$ cat src/rtl/sram_bridge_if.sv
// CPU-side MEM-stage data port of the SRAM bridge.
// The master modport is the pipeline, the slave modport is the bridge.
interface sram_bridge_if #(
    parameter int BUS_DW = 32
);
    logic                  en;
    logic                  we;
    logic [BUS_DW/8-1:0]   sel;
    logic [31:0]           addr;
    logic [BUS_DW-1:0]     wdata;
    logic [BUS_DW-1:0]     rdata;
    logic                  stallreq;
    logic                  done;

    modport master (
        output en, we, sel, addr, wdata,
        input  rdata, stallreq, done
    );

    modport slave (
        input  en, we, sel, addr, wdata,
        output rdata, stallreq, done
    );
endinterface

$ cat src/rtl/sram_bridge.sv
// Multi-beat bridge from the CPU data port to a narrower asynchronous SRAM.
// Each bus access is split into SRAM_DW-wide beats; beats with no enabled
// byte lanes are skipped. Every beat is ACCESS (WAIT_CYCLES+1 cycles)
// followed by one RECOVER cycle that holds address, lanes and write data
// while the strobes are released.
module sram_bridge #(
    parameter int BUS_DW      = 32,
    parameter int SRAM_DW     = 16,
    parameter int SRAM_AW     = 19,
    parameter int WAIT_CYCLES = 1
) (
    input  logic                   clk,
    input  logic                   rst,
    sram_bridge_if.slave           bus,
    output logic [SRAM_AW-1:0]     sram_addr,
    input  logic [SRAM_DW-1:0]     sram_data_i,
    output logic [SRAM_DW-1:0]     sram_data_o,
    output logic                   sram_data_oe,
    output logic                   sram_ce_n,
    output logic                   sram_oe_n,
    output logic                   sram_we_n,
    output logic [SRAM_DW/8-1:0]   sram_be_n
);
    localparam int SB    = SRAM_DW / 8;
    localparam int BW    = BUS_DW / 8;
    localparam int BEATS = BUS_DW / SRAM_DW;
    localparam int LSB   = $clog2(SB);
    localparam int KW    = (BEATS > 1) ? $clog2(BEATS) : 1;

    typedef enum logic [1:0] {
        ST_IDLE    = 2'd0,
        ST_ACCESS  = 2'd1,
        ST_RECOVER = 2'd2,
        ST_DONE    = 2'd3
    } state_t;

    state_t               state_r;
    logic [KW-1:0]        k_r;
    logic [3:0]           wc_r;
    logic                 we_r;
    logic [BW-1:0]        sel_r;
    logic [BUS_DW-1:0]    wdata_r;
    logic [SRAM_AW-1:0]   base_r;
    logic [BUS_DW-1:0]    rdata_r;
    logic                 done_r;

    logic [SRAM_AW-1:0]   base_in_s;
    logic                 first_found_s;
    logic [KW-1:0]        first_k_s;
    logic                 next_found_s;
    logic [KW-1:0]        next_k_s;
    logic [SB-1:0]        cur_lanes_s;
    logic [SRAM_DW-1:0]   cap_s;
    logic                 launch_found_s;
    logic [KW-1:0]        launch_k_s;
    logic                 launch_we_s;
    logic [SB-1:0]        launch_lanes_s;
    logic [SRAM_AW-1:0]   launch_addr_s;
    logic [SRAM_DW-1:0]   launch_data_s;
    logic                 unused_addr_s;

    // Byte-lane enables belonging to beat k.
    function automatic logic [SB-1:0] lanes(input logic [BW-1:0] s, input logic [KW-1:0] k);
        return s[int'(k)*SB +: SB];
    endfunction

    // Write data slice belonging to beat k.
    function automatic logic [SRAM_DW-1:0] beat_data(input logic [BUS_DW-1:0] d, input logic [KW-1:0] k);
        return d[int'(k)*SRAM_DW +: SRAM_DW];
    endfunction

    // SRAM word address of beat 0: bus-word aligned so beats are base+k.
    assign base_in_s     = bus.addr[SRAM_AW+LSB-1:LSB] & ~SRAM_AW'(BEATS - 1);
    assign unused_addr_s = ^bus.addr;

    assign bus.rdata    = rdata_r;
    assign bus.done     = done_r;
    assign bus.stallreq = ((state_r == ST_IDLE) && bus.en) ||
                          (state_r == ST_ACCESS) || (state_r == ST_RECOVER);

    // Lowest enabled beat of the incoming request.
    always_comb begin
        first_found_s = 1'b0;
        first_k_s     = {KW{1'b0}};
        for (int i = BEATS - 1; i >= 0; i--) begin
            if (lanes(bus.sel, KW'(i)) != {SB{1'b0}}) begin
                first_found_s = 1'b1;
                first_k_s     = KW'(i);
            end else begin
                first_found_s = first_found_s;
                first_k_s     = first_k_s;
            end
        end
    end

    // Next enabled beat above the current one for the latched request.
    always_comb begin
        next_found_s = 1'b0;
        next_k_s     = {KW{1'b0}};
        for (int i = BEATS - 1; i >= 0; i--) begin
            if ((i > int'(k_r)) && (lanes(sel_r, KW'(i)) != {SB{1'b0}})) begin
                next_found_s = 1'b1;
                next_k_s     = KW'(i);
            end else begin
                next_found_s = next_found_s;
                next_k_s     = next_k_s;
            end
        end
    end

    // Read capture: only enabled lanes pass, disabled lanes read as zero.
    always_comb begin
        cur_lanes_s = lanes(sel_r, k_r);
        cap_s       = {SRAM_DW{1'b0}};
        for (int b = 0; b < SB; b++) begin
            if (cur_lanes_s[b]) begin
                cap_s[b*8 +: 8] = sram_data_i[b*8 +: 8];
            end else begin
                cap_s[b*8 +: 8] = 8'h00;
            end
        end
    end

    // Beat to launch next: from the live bus in IDLE, from the latch otherwise.
    always_comb begin
        if (state_r == ST_IDLE) begin
            launch_found_s = first_found_s;
            launch_k_s     = first_k_s;
            launch_we_s    = bus.we;
            launch_lanes_s = lanes(bus.sel, first_k_s);
            launch_addr_s  = base_in_s | SRAM_AW'(first_k_s);
            launch_data_s  = beat_data(bus.wdata, first_k_s);
        end else begin
            launch_found_s = next_found_s;
            launch_k_s     = next_k_s;
            launch_we_s    = we_r;
            launch_lanes_s = lanes(sel_r, next_k_s);
            launch_addr_s  = base_r | SRAM_AW'(next_k_s);
            launch_data_s  = beat_data(wdata_r, next_k_s);
        end
    end

    // Access sequencer with registered SRAM strobes, rdata and done.
    always_ff @(posedge clk or posedge rst) begin
        if (rst) begin
            state_r      <= ST_IDLE;
            k_r          <= {KW{1'b0}};
            wc_r         <= 4'd0;
            we_r         <= 1'b0;
            sel_r        <= {BW{1'b0}};
            wdata_r      <= {BUS_DW{1'b0}};
            base_r       <= {SRAM_AW{1'b0}};
            rdata_r      <= {BUS_DW{1'b0}};
            done_r       <= 1'b0;
            sram_addr    <= {SRAM_AW{1'b0}};
            sram_data_o  <= {SRAM_DW{1'b0}};
            sram_data_oe <= 1'b0;
            sram_ce_n    <= 1'b1;
            sram_oe_n    <= 1'b1;
            sram_we_n    <= 1'b1;
            sram_be_n    <= {SB{1'b1}};
        end else begin
            case (state_r)
                ST_IDLE: begin
                    if (bus.en) begin
                        we_r    <= bus.we;
                        sel_r   <= bus.sel;
                        wdata_r <= bus.wdata;
                        base_r  <= base_in_s;
                        rdata_r <= {BUS_DW{1'b0}};
                        if (launch_found_s) begin
                            state_r   <= ST_ACCESS;
                            k_r       <= launch_k_s;
                            wc_r      <= 4'd0;
                            sram_ce_n <= 1'b0;
                            sram_be_n <= ~launch_lanes_s;
                            sram_addr <= launch_addr_s;
                            if (launch_we_s) begin
                                sram_we_n    <= 1'b0;
                                sram_oe_n    <= 1'b1;
                                sram_data_oe <= 1'b1;
                                sram_data_o  <= launch_data_s;
                            end else begin
                                sram_we_n    <= 1'b1;
                                sram_oe_n    <= 1'b0;
                                sram_data_oe <= 1'b0;
                            end
                        end else begin
                            state_r <= ST_DONE;
                            done_r  <= 1'b1;
                        end
                    end else begin
                        state_r <= ST_IDLE;
                    end
                end
                ST_ACCESS: begin
                    if (wc_r == 4'(WAIT_CYCLES)) begin
                        state_r   <= ST_RECOVER;
                        sram_we_n <= 1'b1;
                        sram_oe_n <= 1'b1;
                        if (!we_r) begin
                            rdata_r[int'(k_r)*SRAM_DW +: SRAM_DW] <= cap_s;
                        end else begin
                            rdata_r <= rdata_r;
                        end
                    end else begin
                        wc_r <= wc_r + 4'd1;
                    end
                end
                ST_RECOVER: begin
                    if (launch_found_s) begin
                        state_r   <= ST_ACCESS;
                        k_r       <= launch_k_s;
                        wc_r      <= 4'd0;
                        sram_ce_n <= 1'b0;
                        sram_be_n <= ~launch_lanes_s;
                        sram_addr <= launch_addr_s;
                        if (launch_we_s) begin
                            sram_we_n    <= 1'b0;
                            sram_oe_n    <= 1'b1;
                            sram_data_oe <= 1'b1;
                            sram_data_o  <= launch_data_s;
                        end else begin
                            sram_we_n    <= 1'b1;
                            sram_oe_n    <= 1'b0;
                            sram_data_oe <= 1'b0;
                        end
                    end else begin
                        state_r      <= ST_DONE;
                        done_r       <= 1'b1;
                        sram_ce_n    <= 1'b1;
                        sram_be_n    <= {SB{1'b1}};
                        sram_data_oe <= 1'b0;
                    end
                end
                ST_DONE: begin
                    done_r  <= 1'b0;
                    state_r <= ST_IDLE;
                end
                default: begin
                    state_r      <= ST_IDLE;
                    done_r       <= 1'b0;
                    sram_ce_n    <= 1'b1;
                    sram_oe_n    <= 1'b1;
                    sram_we_n    <= 1'b1;
                    sram_be_n    <= {SB{1'b1}};
                    sram_data_oe <= 1'b0;
                end
            endcase
        end
    end
endmodule

$ cat src/flat_wrapper.sv
// flat-port wrapper written by rule: the top's interface ports become plain ports
module sram_bridge_flat 
#(
    parameter int BUS_DW      = 32,
    parameter int SRAM_DW     = 16,
    parameter int SRAM_AW     = 19,
    parameter int WAIT_CYCLES = 1
)
  (clk, rst, sram_addr, sram_data_i, sram_data_o, sram_data_oe, sram_ce_n, sram_oe_n, sram_we_n, sram_be_n, bus_en, bus_we, bus_sel, bus_addr, bus_wdata, bus_rdata, bus_stallreq, bus_done);
  sram_bridge_if #(.BUS_DW(BUS_DW)) bus_i ();
  input  logic clk;
  input  logic rst;
  output logic [SRAM_AW-1:0] sram_addr;
  input  logic [SRAM_DW-1:0] sram_data_i;
  output logic [SRAM_DW-1:0] sram_data_o;
  output logic sram_data_oe;
  output logic sram_ce_n;
  output logic sram_oe_n;
  output logic sram_we_n;
  output logic [SRAM_DW/8-1:0] sram_be_n;
  input wire logic [$bits(bus_i.en)-1:0] bus_en;
  input wire logic [$bits(bus_i.we)-1:0] bus_we;
  input wire logic [$bits(bus_i.sel)-1:0] bus_sel;
  input wire logic [$bits(bus_i.addr)-1:0] bus_addr;
  input wire logic [$bits(bus_i.wdata)-1:0] bus_wdata;
  output wire logic [$bits(bus_i.rdata)-1:0] bus_rdata;
  output wire logic [$bits(bus_i.stallreq)-1:0] bus_stallreq;
  output wire logic [$bits(bus_i.done)-1:0] bus_done;
  assign bus_i.en = bus_en;
  assign bus_i.we = bus_we;
  assign bus_i.sel = bus_sel;
  assign bus_i.addr = bus_addr;
  assign bus_i.wdata = bus_wdata;
  assign bus_rdata = bus_i.rdata;
  assign bus_stallreq = bus_i.stallreq;
  assign bus_done = bus_i.done;
  sram_bridge #(.BUS_DW(BUS_DW), .SRAM_DW(SRAM_DW), .SRAM_AW(SRAM_AW), .WAIT_CYCLES(WAIT_CYCLES)) u_core (.clk(clk), .rst(rst), .bus(bus_i), .sram_addr(sram_addr), .sram_data_i(sram_data_i), .sram_data_o(sram_data_o), .sram_data_oe(sram_data_oe), .sram_ce_n(sram_ce_n), .sram_oe_n(sram_oe_n), .sram_we_n(sram_we_n), .sram_be_n(sram_be_n));
endmodule
$ cat config.mk
export PLATFORM = sky130hd
export DESIGN_NAME = sram_bridge_flat
export DESIGN_NICKNAME = d
export VERILOG_FILES = /design/src/rtl/sram_bridge_if.sv /design/src/rtl/sram_bridge.sv /design/src/flat_wrapper.sv
export SDC_FILE = /design/constraint.sdc
export NUM_CORES = 1
export LEC_CHECK = 0
export ABC_AREA = 1
export BUFFER_PORTS_ARGS = -buffer_cell sky130_fd_sc_hd__buf_2
export CORE_ASPECT_RATIO = 1.75
export CORE_MARGIN = 3
export CORE_UTILIZATION = 50
export DETAILED_ROUTE_END_ITERATION = 6
export PLACE_DENSITY = 0.72
export SLEW_MARGIN = 20
export SYNTH_ARGS = -nofsm -noshare
export SYNTH_HDL_FRONTEND = slang
export SYNTH_SLANG_ARGS = --single-unit
export TNS_END_PERCENT = 30
$ cat constraint.sdc
create_clock -name clk -period 6.9 [get_ports clk]
set_input_delay 1.725 -clock clk [delete_from_list [all_inputs] [get_ports clk]]
set_output_delay 1.725 -clock clk [all_outputs]
set_load 0.05 [all_outputs]
==> impl_metrics.json, run 1 <==
{
  "synth_edf_count": 0,
  "slowest_delay_ns": 0.28,
  "fmax_mhz": 242,
  "utilization_pct": 63.7,
  "start_util_pct": 51.8,
  "core-area_mm2": 0.0121,
  "htree_levels": 4,
  "row_count": 53,
  "p_leak_nw": 4.47,
  "vias_per_cell": 5.02,
  "clkSinkCount": 135,
  "nNetsFinal": 1035,
  "wl_per_cell_um": 13.9,
  "die-width_um": 90.8,
  "drive_above_1_share_pct": 21.2,
  "drt_wl_total_mm": 15.7,
  "drtPass1Iterations": 5,
  "critPathLaunch": "bus_en",
  "crit_type": "in -> out",
  "cts_max_path_buffers": 2,
  "ys_seq_elements": 135,
  "hold_buffers": 0,
  "worst_pin_slew_ns": 1.02,
  "synthArstFlopShare_pct": 100,
  "cap_violations": 0,
  "netlist_area_mm2": 0.00629,
  "synth_cells": 814,
  "seq_area_frac_synth_pct": 53.8,
  "required_ns": 5.18,
  "critPathLaunchType": "primary input",
  "grt_max_degree": 111,
  "power_density_mw_per_mm2": 562,
  "io_buffers": 148,
  "hold_viol": 0,
  "post-cts-setup-buffers": 0,
  "avgSynthCellArea_um2": 7.73,
  "cpLargestDelayFamily": "buffers and inverters",
  "fin_worst_skew_ns": 0.00563,
  "grt_pass1_wl_mm": 25.9,
  "hp-class": "reg -> reg",
  "r2r-start": "u_core.state_r[0]",
  "antenna_found_initial": 1,
  "post_cts_resize_count": 0,
  "setup_viol": 0,
  "hpwl_mm": 10.4,
  "grt_use_total_pct": 23.0,
  "syn-num-nets": 904,
  "num_vias": 5645,
  "maxSlewViolCount": 0,
  "global_route.overflow_total": 0,
  "num_io_pins": 163,
  "end_kind": "primary output",
  "worst-path-buf-inv": 4,
  "grt_pass1_vias": 5425,
  "rsz0062_at_grt": "no",
  "die_y_um": 154,
  "first_iter_violations": 355,
  "cts_buffers": 17,
  "dieArea_mm2": 0.0140,
  "synthDistinctLibCells": 26,
  "clk_pin_slew_ns": 0.06,
  "fillCellCount": 1161,
  "ant_nets": 0,
  "yosys_warnings": 0,
  "period_share_pct": 60.0,
  "clock_latency_ns": 0.41,
  "area_growth_pct": 22.9,
  "path_cells": "buf_2 -> inv_1 -> nand2_1 -> nand2_1 -> inv_1 -> buf_2",
  "gp_congestion": 0.824,
  "slew_headroom_pct": 31.7,
  "critPathMaxFanout": 3,
  "min_period_ns": 4.14,
  "outcome": "finished, final reports clean",
  "fin_tns_setup_ns": 0,
  "ir_worst_vdd_mv": 0.261,
  "cpMaxStageDelayCell": "buf_2",
  "cts_tree": "built",
  "arrival_ns": 2.41,
  "worstHoldStart": "u_core.sram_addr[14]",
  "ys.flop_type": "dfrtp_1",
  "drc_errors": 0,
  "clockRootBuffer": "clkbuf_16"
}
[worst reg2reg max path: stages (launching register included)]
cell	delay (ns)
dfrtp_1	0.45
nor2_4	0.65
nand2_4	0.71
a21oi_2	0.40
and2_1	0.84
nand3_1	0.23
nand2_1	0.12
[cell usage after synthesis (3+ instances only)]
cell / n / area (um^2)
inv_1: 90 / 338
inv_2: 4 / 15.0
buf_4: 4 / 30.0
o21ai_0: 75 / 375
nand2_2: 3 / 18.8
buf_2: 16 / 80.1
nor2_1: 30 / 113
clkbuf_1: 17 / 63.8
nand4_1: 3 / 18.8
a21oi_1: 3 / 15.0
dfstp_2: 5 / 131
nand3_1: 90 / 450
o21ai_1: 3 / 15.0
nand3b_1: 4 / 30.0
dfrtp_1: 130 / 3250
nand2_1: 323 / 1210
[worst paths after layout]
check                                            end  slack, ns  cells after the start
worst max-delay path                    bus_stallreq       2.76                      6
worst min-delay path            u_core.sram_addr[14]       0.47                      2
worst max register to register  u_core.bus.rdata[16]       3.43                      6
worst min register to register  u_core.sram_addr[14]       0.47                      2
max in group asynchronous          u_core.state_r[1]       4.25                      3
min in group asynchronous       u_core.bus.rdata[28]       1.41                      2
[cell families after synthesis]
| family | Yosys count | share of synthesized area [%] |
|---|---|---|
| compound gates | 85 | 6.96 |
| xor+xnor | 1 | 0.139 |
| fa+ha+maj | 2 | 0.398 |
| buf+inv | 132 | 8.55 |
| flops | 135 | 53.8 |
| mux | 1 | 0.179 |
| simple gates | 458 | 30.0 |
[where the power goes]
part	internal [W]	switching, W
registers	0.00115	0.000205
logic	0.000480	0.00153
clock network	0.000643	0.000339
total	0.00228	0.00207
[sequential cells by signal, summed over array words and instances (netlist names), 2 cells and up]
register / cells
u_core.sram_addr: 19
u_core.bus.rdata: 32
u_core.wdata_r: 32
u_core.wc_r: 4
u_core.base_r: 18
u_core.sram_data_o: 16
u_core.sel_r: 4
u_core.sram_be_n: 2
u_core.state_r: 2
[per-stage QoR]
stage	total power, W	worst slack [ns]	cells	instance area (um^2)	hold WS (ns)
CTS	0.00438	2.75	1123	7730	0.467
global route	0.00465	2.69	1124	7730	0.491
global placement	0.00335	2.76	1091	7080	0.451
finish	0.00435	2.76	1124	7730	0.465
detailed placement	0.00338	2.75	1091	7080	0.454
floorplan	0.00292	1.57	814	6290	0.453
[layout by cell type (no fill, tap or decap)]
cell type / n
nand2_1: 322
buf_2: 148
dfrtp_1: 130
nand3_1: 90
inv_1: 89
o21ai_0: 75
nor2_1: 30
clkbuf_16: 17
dfstp_2: 5
inv_2: 4
nand3b_1: 4
clkbuf_8: 4
bufinv_16: 4
nand2_2: 3
o21ai_1: 3
a21oi_1: 3
nand4_1: 3
clkinvlp_4: 3
nor2_4: 2
nor2_2: 2
o211ai_1: 2
ha_1: 2
clkinv_4: 2
clkinv_2: 2
buf_4: 2
diode_2: 1
nand2_4: 1
a21oi_2: 1
and2_1: 1
o21ai_2: 1
xnor2_1: 1
inv_6: 1
mux2_2: 1
[final cells by class]
class | instances | area [um^2] | area share [%]
Inverter | 94 | 358 | 4.63
Clock inverter | 11 | 170 | 2.20
Timing Repair Buffer | 150 | 756 | 9.77
Antenna cell | 1 | 2.50 | 0.0324
Clock buffer | 21 | 480 | 6.21
Multi-Input combinational cell | 547 | 2370 | 30.7
Sequential cell | 135 | 3380 | 43.8
Tap cell | 165 | 206 | 2.67
[layer usage]
metal	part of all wire (%)	vias to the layer above	track usage, %
met5	0	-	0
met4	2.0	0	7.99
met3	5.4	24	6.13
met2	53	175	41.3
met1	40	2651	26.4
li1	-	2795	-
Note: power is estimated with default switching activity, not from simulation.
==> run 2, diff against run 1 <==
--- a/config.mk
+++ b/config.mk
@@ -5,13 +5,13 @@
 export SDC_FILE = /design/constraint.sdc
 export NUM_CORES = 1
 export LEC_CHECK = 0
-export ABC_AREA = 1
+export ABC_AREA = 0
 export BUFFER_PORTS_ARGS = -buffer_cell sky130_fd_sc_hd__buf_2
 export CORE_ASPECT_RATIO = 1.75
 export CORE_MARGIN = 3
 export CORE_UTILIZATION = 50
 export DETAILED_ROUTE_END_ITERATION = 6
-export PLACE_DENSITY = 0.72
+export PLACE_DENSITY = 0.73
 export SLEW_MARGIN = 20
 export SYNTH_ARGS = -nofsm -noshare
 export SYNTH_HDL_FRONTEND = slang
==> constraint.sdc (replaced) <==
create_clock -name clk -period 4 [get_ports clk]
set_input_delay 1 -clock clk [delete_from_list [all_inputs] [get_ports clk]]
set_output_delay 1 -clock clk [all_outputs]
set_load 0.05 [all_outputs]
==> impl_metrics.json, run 2 <==
{
  "crit_type": "reg -> out",
  "synth-simple-area-share_pct": 11.8,
  "fin_worst_skew_ns": 0.00870,
  "die-width_um": 88.5,
  "drc_errors": 0,
  "rsz0062_at_grt": "no",
  "num_io_pins": 163,
  "ir_worst_vdd_mv": 0.458,
  "final_common_cell": "buf_2",
  "fillCellCount": 975,
  "ys.flop_type": "dfrtp_1",
  "muxShareOfSynthArea_pct": 10.4,
  "multiInputGateArea_mm2": 0.00237,
  "synth_top_area_share_pct": 54.7,
  "hpwl_mm": 10.3,
  "grt_pass1_vias": 4922,
  "grt_max_degree": 97,
  "area_growth_pct": 23.9,
  "drtPass1Iterations": 4,
  "dieArea_mm2": 0.0133,
  "hold_buffers": 0,
  "n_antenna_cell": 0,
  "clockRootBuffer": "clkbuf_16",
  "synth_xor_xnor_area_share_pct": 0.294,
  "clkSinkCount": 135,
  "syn-num-nets": 599,
  "drt_wl_total_mm": 15.0,
  "die_y_um": 150,
  "grt_use_total_pct": 24.0,
  "end_kind": "primary output",
  "yosys_warnings": 0,
  "fin_tns_setup_ns": 0,
  "ys_top_cells_by_count": "dfrtp_1, mux2_2, nand2_1",
  "arrival_ns": 1.72,
  "drive_above_1_share_pct": 40.0,
  "min_period_ns": 2.72,
  "hold_viol": 0,
  "period_share_pct": 67.9,
  "cts_buffers": 17,
  "critPathLaunchType": "flop",
  "cts_tree": "built",
  "core-area_mm2": 0.0116,
  "num_vias": 4708,
  "yosysMostFrequentCell": "dfrtp_1",
  "utilization_pct": 63.7,
  "antenna_found_initial": 0,
  "required_ns": 3.00,
  "worst_pin_slew_ns": 0.793,
  "p_leak_nw": 3.49,
  "ys_seq_elements": 135,
  "synth_edf_count": 0,
  "wl_per_cell_um": 18.8,
  "regToRegSetupSlack_ns": 1.65,
  "start_util_pct": 51.4,
  "place_ws_ns": 1.08,
  "htree_levels": 4,
  "synth_cells": 509,
  "critPathMaxFanout": 12,
  "final_cell_mix": "buf_2, dfrtp_1, mux2_2",
  "slew_headroom_pct": 46.6,
  "fmax_mhz": 368,
  "vias_per_cell": 5.91,
  "row_count": 52,
  "outcome": "finished, final reports clean",
  "clock_latency_ns": 0.41,
  "nNetsFinal": 739,
  "maxSlewViolCount": 0,
  "io_buffers": 148,
  "hp-class": "reg -> reg",
  "grt_pass1_wl_mm": 24.6,
  "synth_compound_area_share_pct": 16.9,
  "gp_congestion": 0.798,
  "synthDistinctLibCells": 48,
  "synth_top_family_by_area": "compound AO/OA/AOI/OAI gates",
  "netlist_area_mm2": 0.00595,
  "ff_latch_area_mm2": 0.00338,
  "power_density_mw_per_mm2": 958,
  "post-cts-setup-buffers": 0,
  "first_iter_violations": 263,
  "cts_max_path_buffers": 2,
  "seq_area_frac_synth_pct": 56.9,
  "fin_ws_ns": 1.28,
  "global_route.overflow_total": 0,
  "synthArstFlopShare_pct": 100,
  "setup_viol": 0,
  "avgSynthCellArea_um2": 11.7,
  "cap_violations": 0,
  "clk_pin_slew_ns": 0.05,
  "ant_nets": 0,
  "synth-adder-area-share_pct": 0.421,
  "yosys.area.top_type": "dfrtp_1",
  "synth_area_leaders": "dfrtp_1, mux2_2, a22o_1",
  "post_cts_resize_count": 0
}
-- run 2: worst max-delay path: stages, from the launching register on --
cell and delay [ns]:
dfrtp_1 0.62, or2_2 0.20, nor2_1 0.04, a21oi_1 0.14
buf_2 0.30
-- run 2: layout make-up --
class	count	area share [%]
clock buffers	20	6.06
clock inverters	12	2.05
inverters	6	0.356
multi-input cells	332	32.2
flip-flops and latches	135	45.9
well taps	135	2.29
repair buffers	157	11.1
-- run 2: final timing paths --
check,from,to,cells after the start
max,u_core.state_r[1],bus_stallreq,4
min,u_core.sram_oe_n,u_core.sram_oe_n,2
max in group asynchronous,rst,u_core.base_r[6],3
max reg2reg,u_core.state_r[1],u_core.base_r[16],3
min in group asynchronous,rst,u_core.sram_data_o[13],3
min reg2reg,u_core.sram_oe_n,u_core.sram_oe_n,2
-- run 2: cells by family after synthesis --
family	count (synthesis)
xor gates and xnor gates	2
and+or+nand+nor	145
adders and majority gates	2
muxes	55
buffers and inverters	42
DFF	135
AOI/OAI and AO/OA	128
-- run 2: per-layer routing --
metal	global-route usage, %	wire [um]
met1	27.9	5790
met2	41.4	7960
met3	4.49	837
met4	12.3	401
met5	0	0
-- run 2: power breakdown --
group          total [W]  leakage, nW  internal (W)  switching [W]
Sequential       0.00238         1.65       0.00200       0.000379
Clock            0.00156        0.290      0.000995       0.000567
Combinational    0.00312         1.55      0.000995        0.00212
Total            0.00706         3.49       0.00399        0.00307
-- run 2: stage by stage --
| stage | cells | total power (W) | hold WS [ns] | instance area [um^2] |
|---|---|---|---|---|
| floorplan | 509 | 0.00477 | 0.472 | 5950 |
| global route | 797 | 0.00746 | 0.511 | 7370 |
| CTS | 797 | 0.00712 | 0.491 | 7370 |
| finish | 797 | 0.00706 | 0.485 | 7370 |
| detailed placement | 765 | 0.00553 | 0.482 | 6770 |
| global placement | 765 | 0.00542 | 0.457 | 6770 |
